--- src/rtl/memif_arb_n_pkg.sv ---
// Shared types and constants for the N-port memif burst arbiter.
package memif_arb_n_pkg;

  localparam logic MEMIF_RD = 1'b1;
  localparam logic MEMIF_WR = 1'b0;

  typedef enum logic [1:0] {
    ST_IDLE = 2'd0,
    ST_CMD  = 2'd1,
    ST_DATA = 2'd2
  } state_e;

  // Width of a port index; never below one bit.
  function automatic int unsigned ptr_width(input int unsigned n);
    return (n > 1) ? $clog2(n) : 1;
  endfunction

endpackage

--- src/rtl/memif_arb_n_pick.sv ---
// Combinational request picker: round-robin from ptr, or fixed priority with port 0 highest.
module memif_arb_n_pick
  import memif_arb_n_pkg::*;
#(
  parameter int unsigned N  = 4,
  parameter bit          RR = 1'b1,
  localparam int unsigned PW = ptr_width(N)
) (
  input  logic [N-1:0]  req,
  input  logic [PW-1:0] ptr,
  output logic [N-1:0]  gnt,
  output logic [PW-1:0] idx
);

  logic [PW-1:0] cand;
  logic          found;

  // Walk the candidates in priority order; the first requester wins.
  always_comb begin
    gnt   = '0;
    idx   = '0;
    found = 1'b0;
    cand  = '0;
    for (int unsigned k = 0; k < N; k++) begin
      cand = RR ? PW'((32'(ptr) + k) % N) : PW'(k);
      if (!found && req[cand]) begin
        found     = 1'b1;
        gnt[cand] = 1'b1;
        idx       = cand;
      end
    end
  end

endmodule

--- src/rtl/memif_arb_n.sv ---
// N-port memif burst arbiter; one transaction outstanding, grant held from command to last beat.
module memif_arb_n
  import memif_arb_n_pkg::*;
#(
  parameter int unsigned N             = 4,
  parameter int unsigned AW            = 32,
  parameter int unsigned DW            = 16,
  parameter int unsigned LW            = 7,
  parameter bit          RR            = 1'b1,
  parameter logic [N-1:0] WRITE_DISABLE = '0
) (
  input  logic            clk,
  input  logic            rst,
  input  logic [N*AW-1:0] d_addr,
  input  logic [N*LW-1:0] d_len,
  input  logic [N-1:0]    d_rw,
  input  logic [N-1:0]    d_valid,
  output logic [N-1:0]    d_ready,
  input  logic [N*DW-1:0] d_wdata,
  output logic [N-1:0]    d_wack,
  output logic [N-1:0]    d_wlast,
  output logic [N*DW-1:0] d_rdata,
  output logic [N-1:0]    d_rstb,
  output logic [N-1:0]    d_rlast,
  output logic [AW-1:0]   u_addr,
  output logic [LW-1:0]   u_len,
  output logic            u_rw,
  output logic            u_valid,
  input  logic            u_ready,
  output logic [DW-1:0]   u_wdata,
  input  logic            u_wack,
  input  logic            u_wlast,
  input  logic [DW-1:0]   u_rdata,
  input  logic            u_rstb,
  input  logic            u_rlast
);

  localparam int unsigned PW = ptr_width(N);

  state_e        state_q, state_d;
  logic [N-1:0]  gnt_q, gnt_d;
  logic [PW-1:0] idx_q, idx_d;
  logic [PW-1:0] ptr_q, ptr_d;
  logic [AW-1:0] addr_q, addr_d;
  logic [LW-1:0] len_q, len_d;
  logic          rw_q, rw_d;
  logic          valid_q, valid_d;

  logic [N-1:0]  pick_gnt;
  logic [PW-1:0] pick_idx;
  logic [AW-1:0] pick_addr;
  logic [LW-1:0] pick_len;
  logic          pick_rw;
  logic [DW-1:0] wdata_mux;
  logic          cmd_fire;
  logic          last_beat;
  logic          in_data;
  logic          is_wr;

  memif_arb_n_pick #(
    .N  (N),
    .RR (RR)
  ) u_pick (
    .req (d_valid),
    .ptr (ptr_q),
    .gnt (pick_gnt),
    .idx (pick_idx)
  );

  // Onehot AND-OR selection of the winner's command and the granted port's write data.
  always_comb begin
    pick_addr = '0;
    pick_len  = '0;
    pick_rw   = 1'b0;
    wdata_mux = '0;
    for (int unsigned i = 0; i < N; i++) begin
      pick_addr = pick_addr | (d_addr[i*AW +: AW] & {AW{pick_gnt[i]}});
      pick_len  = pick_len  | (d_len[i*LW +: LW]  & {LW{pick_gnt[i]}});
      pick_rw   = pick_rw   | (pick_gnt[i] & (d_rw[i] | WRITE_DISABLE[i]));
      wdata_mux = wdata_mux | (d_wdata[i*DW +: DW] & {DW{gnt_q[i]}});
    end
  end

  // Next-state logic for the IDLE -> CMD -> DATA transaction sequence.
  always_comb begin
    state_d   = state_q;
    gnt_d     = gnt_q;
    idx_d     = idx_q;
    ptr_d     = ptr_q;
    addr_d    = addr_q;
    len_d     = len_q;
    rw_d      = rw_q;
    valid_d   = valid_q;
    cmd_fire  = 1'b0;
    last_beat = 1'b0;
    unique case (state_q)
      ST_IDLE: begin
        if (|d_valid) begin
          state_d = ST_CMD;
          gnt_d   = pick_gnt;
          idx_d   = pick_idx;
          addr_d  = pick_addr;
          len_d   = pick_len;
          rw_d    = pick_rw;
          valid_d = 1'b1;
        end
      end
      ST_CMD: begin
        if (u_ready) begin
          cmd_fire = 1'b1;
          valid_d  = 1'b0;
          state_d  = ST_DATA;
        end
      end
      ST_DATA: begin
        last_beat = (rw_q == MEMIF_RD) ? (u_rstb & u_rlast) : (u_wack & u_wlast);
        if (last_beat) begin
          state_d = ST_IDLE;
          gnt_d   = '0;
          ptr_d   = (idx_q == PW'(N - 1)) ? '0 : idx_q + PW'(1);
        end
      end
      default: begin
        state_d = ST_IDLE;
        gnt_d   = '0;
        valid_d = 1'b0;
      end
    endcase
  end

  always_ff @(posedge clk) begin
    if (rst) begin
      state_q <= ST_IDLE;
      gnt_q   <= '0;
      idx_q   <= '0;
      ptr_q   <= '0;
      addr_q  <= '0;
      len_q   <= '0;
      rw_q    <= MEMIF_RD;
      valid_q <= 1'b0;
    end else begin
      state_q <= state_d;
      gnt_q   <= gnt_d;
      idx_q   <= idx_d;
      ptr_q   <= ptr_d;
      addr_q  <= addr_d;
      len_q   <= len_d;
      rw_q    <= rw_d;
      valid_q <= valid_d;
    end
  end

  // Strobes only reach the granted port during DATA, and only in the latched direction.
  assign in_data = (state_q == ST_DATA);
  assign is_wr   = (rw_q == MEMIF_WR);

  assign d_ready = gnt_q & {N{cmd_fire}};
  assign d_wack  = gnt_q & {N{in_data & is_wr & u_wack}};
  assign d_wlast = gnt_q & {N{in_data & is_wr & u_wlast}};
  assign d_rstb  = gnt_q & {N{in_data & ~is_wr & u_rstb}};
  assign d_rlast = gnt_q & {N{in_data & ~is_wr & u_rlast}};
  assign d_rdata = {N{u_rdata}};

  assign u_addr  = addr_q;
  assign u_len   = len_q;
  assign u_rw    = rw_q;
  assign u_valid = valid_q;
  assign u_wdata = wdata_mux;

endmodule

--- config.mk ---
export PLATFORM = sky130hd
export DESIGN_NAME = memif_arb_n
export DESIGN_NICKNAME = d
export VERILOG_FILES = /design/src/rtl/memif_arb_n_pkg.sv /design/src/rtl/memif_arb_n_pick.sv /design/src/rtl/memif_arb_n.sv
export SDC_FILE = /design/constraint.sdc
export NUM_CORES = 1
export LEC_CHECK = 0
export BUFFER_PORTS_ARGS = -buffer_cell sky130_fd_sc_hd__buf_2
export CAP_MARGIN = 0
export CORE_AREA = 8 8 145 147
export CTS_CLUSTER_SIZE = 8
export DETAILED_ROUTE_END_ITERATION = 7
export DIE_AREA = 0 0 153 155
export GPL_ROUTABILITY_DRIVEN = 0
export PLACE_DENSITY = 0.65
export SETUP_SLACK_MARGIN = 0.02
export SYNTH_ARGS = -nofsm -noshare
export SYNTH_HDL_FRONTEND = slang
export SYNTH_HIERARCHICAL = 1
export SYNTH_SLANG_ARGS = --single-unit
export TNS_END_PERCENT = 10
--- constraint.sdc ---
create_clock -name clk -period 5.05 [get_ports clk]
set_input_delay 0.505 -clock clk [delete_from_list [all_inputs] [get_ports clk]]
set_output_delay 0.505 -clock clk [all_outputs]
set_load 0.03 [all_outputs]
# == After elaboration in Yosys (flattened, before gate mapping) ==
# Index checks and enable logic that the tools add are counted.
# totals
wordCells,131
out_inout_bits,141
input_bits,251
reg_bits,51
# classes
magnitude_cmp,8
addsub,4
n_eq_ne,6
n_bitwise,47
mux,41
reduce_logical,17
# op_table
operator,count
32-bit bitwise AND,4
32-bit bitwise OR,3
16-bit bitwise AND,4
16-bit bitwise OR,3
7-bit bitwise AND,4
4-bit two-way mux,6
7-bit bitwise OR,3
4-bit bitwise AND,5
1-bit two-way mux,16
2-bit two-way mux,8
1-bit bitwise AND,12
"2-bit by 3-bit < comparator with 1-bit output, second input constant",4
4-bit bitwise OR,3
4-bit one-hot mux with 3 select lines,1
3-bit AND reduction,3
1-bit binary-select mux with 2-bit select,4
1-bit demux with 2-bit select,4
"2-bit by 1-bit >= comparator with 1-bit output, second input constant",4
1-bit logical AND,7
2-bit one-hot mux with 3 select lines,1
"2-bit by 1-bit adder with 2-bit output, second input constant",2
"2-bit adder, second input constant",2
"2-bit equality test, second input constant",2
"2-bit inequality test, second input constant",2
other kinds (9),16

# == Longest topological paths before layout ==
# depth
depth_word,16
depth_mapped,11

# == Hierarchy ==
# Netlist, hierarchy kept.
# modules_own_cells
mod,area_each_um2,cells_each,n_inst
memif_arb_n,3672.3,442,1
memif_arb_n_pick,404.1,48,1

# == Worst setup path after synthesis ==
# No wires, ideal clock.
# synth_timing
path_type,flip-flop to flip-flop
start,register ptr_q[0]
end,"register len_q[5], in the netlist u_len[5]"
n_path_buf,3
period_less_slack_ns,2.920
slack_ns,2.130
setup_time_ns,0.091
required_time_ns,4.959
t_arrival_ns,2.829
stages_incl_launch_ff,12
cell_sequence,dfxtp_1 buf_2 inv_1 ha_1 mux4_2 nor4b_4 a22oi_1 o21ai_0 clkbuf_1 clkbuf_1 a22oi_1 a311oi_1
# synth_via
elab_chain_len,16
word_cells_on_any_way,54
cone_classes,add/sub: 3; order compare: 8; mux: 23; bitwise: 10; reduce/logical: 10
# synth_rtl
element,line,rtl
start: declaration,memif_arb_n.sv:43,"logic [PW-1:0] ptr_q, ptr_d;"
start signal: assignment,memif_arb_n.sv:145,ptr_q <= ptr_d;
branches (longest 11 deep; another with 2-bit by 3-bit < comparator with 1-bit output),n/a,
4-bit two-way mux *,memif_arb_n_pick.sv:26,if (!found && req[cand]) begin
via pick_gnt[0],memif_arb_n.sv:49,logic [N-1:0] pick_gnt;
7-bit bitwise AND *,memif_arb_n.sv:78,pick_len = pick_len | (d_len[i*LW +: LW] & {LW{pick_gnt[i]}});
7-bit bitwise OR * (3 in series),memif_arb_n.sv:78,
end signal: assignment,memif_arb_n.sv:147,len_q <= len_d;
end: declaration,memif_arb_n.sv:45,"logic [LW-1:0] len_q, len_d;"
# Mark *: on every way through the listed nets, which the timed path passes. The select of a mux whose other input is x is not followed.
# A chain may end at the register's enable or synchronous reset.

# == Worst setup path after layout ==
# layout_timing
start,register ptr_q[0]
end,"register addr_q[27], in the netlist u_addr[27]"
# layout_via
elab_chain_len,16
word_cells_on_any_way,54
cone_classes,add/sub: 3; order compare: 8; mux: 23; bitwise: 10; reduce/logical: 10
# layout_rtl
element,line,rtl
branches (longest 11 deep; another with 2-bit by 3-bit < comparator with 1-bit output),n/a,
4-bit two-way mux *,memif_arb_n_pick.sv:26,
via pick_gnt[0],memif_arb_n.sv:49,
32-bit bitwise AND *,memif_arb_n.sv:77,pick_addr = pick_addr | (d_addr[i*AW +: AW] & {AW{pick_gnt[i]}});
32-bit bitwise OR * (3 in series),memif_arb_n.sv:77,
end signal: assignment,memif_arb_n.sv:146,addr_q <= addr_d;
end: declaration,memif_arb_n.sv:44,"logic [AW-1:0] addr_q, addr_d;"
# Marks and branches as above.

==> results_tabular.tex <==
\begin{tabular}{lr}
\hline
Metric & Value \\
\hline
\multicolumn{2}{l}{\textbf{Flow run}} \\
Max cap viols & 0 \\
\multicolumn{2}{l}{\textbf{Detailed routing}} \\
DRC & 0 \\
Number of vias in the routed layout & 4,755 \\
Number of DRC markers after the initial detailed-route iteration & 287 \\
WL per Instance & 20.47 um \\
Vias per std cell & 5.069 \\
Pre-antenna DRT Iters & 5 \\
Antenna viol nets, final & 0 \\
Routed WL & 19,200 um \\
\multicolumn{2}{l}{\textbf{Clocking}} \\
Clock tree sinks & 51 \\
Cell at the root of the clock tree & clkbuf\_16 \\
Total of hold buffers inserted after clock tree synthesis & 0 \\
Resized cells post-CTS & 0 \\
Max Buffers Root-to-Sink & 2 \\
Clk Latency, worst-skew pair & 0.29 ns \\
Cts bufs inserted & 5 \\
Post-CTS setup-driven buffer insertion count & 0 \\
Clock-pin transition on the worst setup and hold timing paths & 0.08 ns \\
Maximum level of the CTS H-tree & 2 \\
CTS tree & yes \\
\multicolumn{2}{l}{\textbf{STA}} \\
Max-Slew Margin vs Limit & 0.2194 \\
Total of endpoints with negative setup slack in the final report & 0 \\
Setup\_tns & 0 ns \\
Crit share post-route & 0.7089 \\
Clock tree skew after final layout & 0.005321 ns \\
Hold violation count in the final report & 0 \\
Max Clock Freq & 0.2793 GHz \\
Measured slew at the worst slew-check pin & 1.168 ns \\
Number of max-slew violations in the final report & 0 \\
RSZ-0062 raised after global routing & false \\
Minimum clock period & 3.580 ns \\
\multicolumn{2}{l}{\textbf{Yosys}} \\
Yosys warnings & 6 \\
Cell types occupying the most area after synthesis & dfxtp\_1, a22oi\_1, buf\_4, a311oi\_1, a21oi\_1 \\
Most instantiated flip-flop cell in the synthesis netlist & dfxtp\_1 \\
Instance count of the mapped netlist & 490 \\
Netlist area before placement & 4076 um2 \\
Average instance area after synthesis & 8.319 um2 \\
Sequential area share after synthesis & 0.2505 \\
Fraction of synthesis flops using an asynchronous set or reset pin & 0 \\
Largest area contributor in the synthesized netlist & dfxtp\_1 \\
Synthesized Nets & 747 \\
Post-synthesis cell type count & 45 \\
Top cell type's share of synthesized area & 0.2505 \\
Post-synth top cells & a22oi\_1, buf\_4, dfxtp\_1 \\
Count of flip-flops with a built-in enable after synthesis & 0 \\
Number of storage elements in the synthesis netlist & 51 \\
Cell with the most instances after synthesis & a22oi\_1 \\
\multicolumn{2}{l}{\textbf{Pwr}} \\
Fraction of power consumed by sequential logic & 0.345 \\
Relative contribution of the clock network to total power & 0.283 \\
Worst-case vdd ir drop & 141.5 uV \\
Net switching power & 0.0005336 W \\
Combinational fraction of design power & 0.372 \\
Cell area power density & 258.3 nW/um2 \\
Internal power & 0.0008806 W \\
Switching share of power & 0.3773 \\
Static leakage power & 2.523 nW \\
\multicolumn{2}{l}{\textbf{GRT}} \\
All-layer global routing usage & 0.1506 \\
Number of antenna violations at the first check in global routing & 1 \\
Via count of the first global-routing pass & 4,875 \\
Met3 capacity usage during global routing & 0.05243 \\
Layer carrying the most global-route usage & met2 \\
Maximum number of pins on one net before global-route repair & 58 \\
Global-route congestion overflow total & 0 \\
Met1 usage & 0.1707 \\
First-pass GRT wire length & 28,320 um \\
Met2 routing resource usage after global routing & 0.2606 \\
\multicolumn{2}{l}{\textbf{Setup path}} \\
Cell repeated most along the worst path & a22oi\_1 \\
Slack of the worst reg-to-reg path & 1.47 ns \\
Crit-path cells & inv\_1 -> ha\_1 -> mux4\_2 -> nor2b\_1 -> a22oi\_1 -> o21ai\_4 -> buf\_4 -> a22oi\_1 -> a311oi\_1 \\
Worst setup path startpoint & ptr\_q[0] \\
R2R cell count & 9 \\
Startpoint of the most critical register-to-register path & ptr\_q[0] \\
CP Class & flip-flop to flip-flop \\
Sort of element at the start of the critical path & flip-flop \\
Reg2Reg Capture Point & u\_addr[27] \\
Capture point of the critical path & u\_addr[27] \\
Setup crit end kind & flip-flop \\
Standard cell with the maximum stage delay on the critical path & dfxtp\_1 \\
CP Max Fanout & 27 \\
Data required, critical path & 5.24 ns \\
Delay contributed by the slowest stage of the critical path & 0.69 ns \\
Worst EP arrival & 3.77 ns \\
\multicolumn{2}{l}{\textbf{Hold path}} \\
Type of the most critical hold path & input pin to flip-flop \\
\multicolumn{2}{l}{\textbf{Finish}} \\
Layout area overhead & 34.32\% \\
Fraction of layout instances using a drive strength above 1 & 0.4907 \\
Number of fillers in the final layout & 2,054 \\
Post-layout nets & 955 \\
Filler-free cell count of the finished design & 938 \\
\multicolumn{2}{l}{\textbf{Die}} \\
Initial cell density of the core & 0.2151 \\
Area of the core & 18,950 um2 \\
Std cell rows & 51 \\
Die outline height & 155 um \\
IO Pins & 392 \\
Width of the die & 153 um \\
Die outline area & 23,720 um2 \\
\multicolumn{2}{l}{\textbf{Placement}} \\
Input/output buffers & 311 \\
Total instance count after detailed placement & 929 \\
Detailed placement HPWL & 15,370 um \\
\multicolumn{2}{l}{\textbf{Run status}} \\
Result of the run & completed \\
\hline
\end{tabular}
==> area by class of cell <==
class                      instances  area [um2]  share of cell area
antenna                            1       2.502           0.0004570
clock buffer                       5       125.1             0.02285
clock inverter                     3       43.79            0.007998
inverter                           9       33.78            0.006170
multi-input combinational        315        2357              0.4305
sequential                        51        1021              0.1865
tap                              238       297.8             0.05439
timing repair buffer             316        1594              0.2911
==> metrics by stage <==
| stage | cell area [um2] | utilization | setup slack, ns | total power (W) | hold slack [ns] |
|---|---|---|---|---|---|
| after detailed placement | 5304 | 0.2799 | 1.401 | 0.001031 | 0.4551 |
| after CTS | 5473 | 0.2888 | 1.406 | 0.001439 | 0.4195 |
| after global routing | 5475 | 0.2889 | 1.057 | 0.001495 | 0.4291 |
| final | 5475 | 0.2889 | 1.470 | 0.001414 | 0.4331 |
| after floorplan | 4076 | - | 2.130 | 0.0008955 | 0.4576 |
| after global placement | 5304 | 0.2799 | 1.575 | 0.001025 | 0.4458 |
==> how the worst min path moves through the flow <==
stage | start | slack [ns] | endpoint | cells after the start
finish | u_ready | 0.43 | state_q[0] | 2
floorplan | idx_q[1] | 0.46 | idx_q[1] | 2
CTS | u_ready | 0.42 | state_q[0] | 2
detailed placement | u_valid | 0.46 | u_valid | 2
global route | u_ready | 0.43 | state_q[0] | 2
global placement | u_valid | 0.45 | u_valid | 2
==> layer usage <==
layer,wire length (um),vias up
li1,-,2258
met1,7393,2155
met2,9463,316
met3,1898,26
met4,442,0
met5,0,-
==> cells by family (layout without fill, tap and decap cells) <==
family / count (synthesis) / count (layout) / synth area share
other cells: 0 / 1 / 0
simple gates: 76 / 76 / 0.1148
fa+ha+maj: 6 / 6 / 0.01842
flops: 51 / 51 / 0.2505
compound gates: 226 / 226 / 0.4030
buf+inv: 124 / 333 / 0.1835
mux: 7 / 7 / 0.02977
==> worst max-delay path, delay by kind of cell, from the launching register on <==
family                     cells  cell delay [ns]
AOI/OAI and AO/OA              4             1.10
DFF                            1             0.69
buffers and inverters          2             0.55
muxes                          1             0.43
adders and majority gates      1             0.40
and+or+nand+nor                1             0.30
==> flip-flops by register name (all words and copies together) (netlist names) <==
name / count
u_len: 7
gnt_q: 4
state_q: 2
u_rw: 1
ptr_q: 2
u_valid: 1
idx_q: 2
u_addr: 32
==> cell usage in the layout (no fill, tap or decap), types with 2 or more instances in the layout <==
cell type,n
buf_2,311
a22oi_1,120
dfxtp_1,51
a311oi_1,39
a21oi_1,39
and2_1,20
nand2_1,18
inv_1,9
nor2_1,7
o21ai_0,6
ha_1,6
nor2b_1,5
clkbuf_16,5
buf_4,5
nand2b_1,4
a21oi_2,4
nand3_1,4
nand4b_1,4
mux4_2,4
o21ai_4,4
o41ai_1,3
and3_1,2
nor3b_1,2
and3b_1,2
nor2_4,2
a31oi_1,2
mux2i_1,2
==> power groups by stage <==
stage | Clock, W | Combinational [W] | Sequential, W
floorplan | 0 | 0.000329 | 0.000566
global placement | 0 | 0.000529 | 0.000496
detailed placement | 0 | 0.000533 | 0.000498
CTS | 0.000416 | 0.000534 | 0.000489
global route | 0.000430 | 0.000567 | 0.000497
finish | 0.000400 | 0.000526 | 0.000489
No activity file was read; power rests on OpenSTA's default activity.
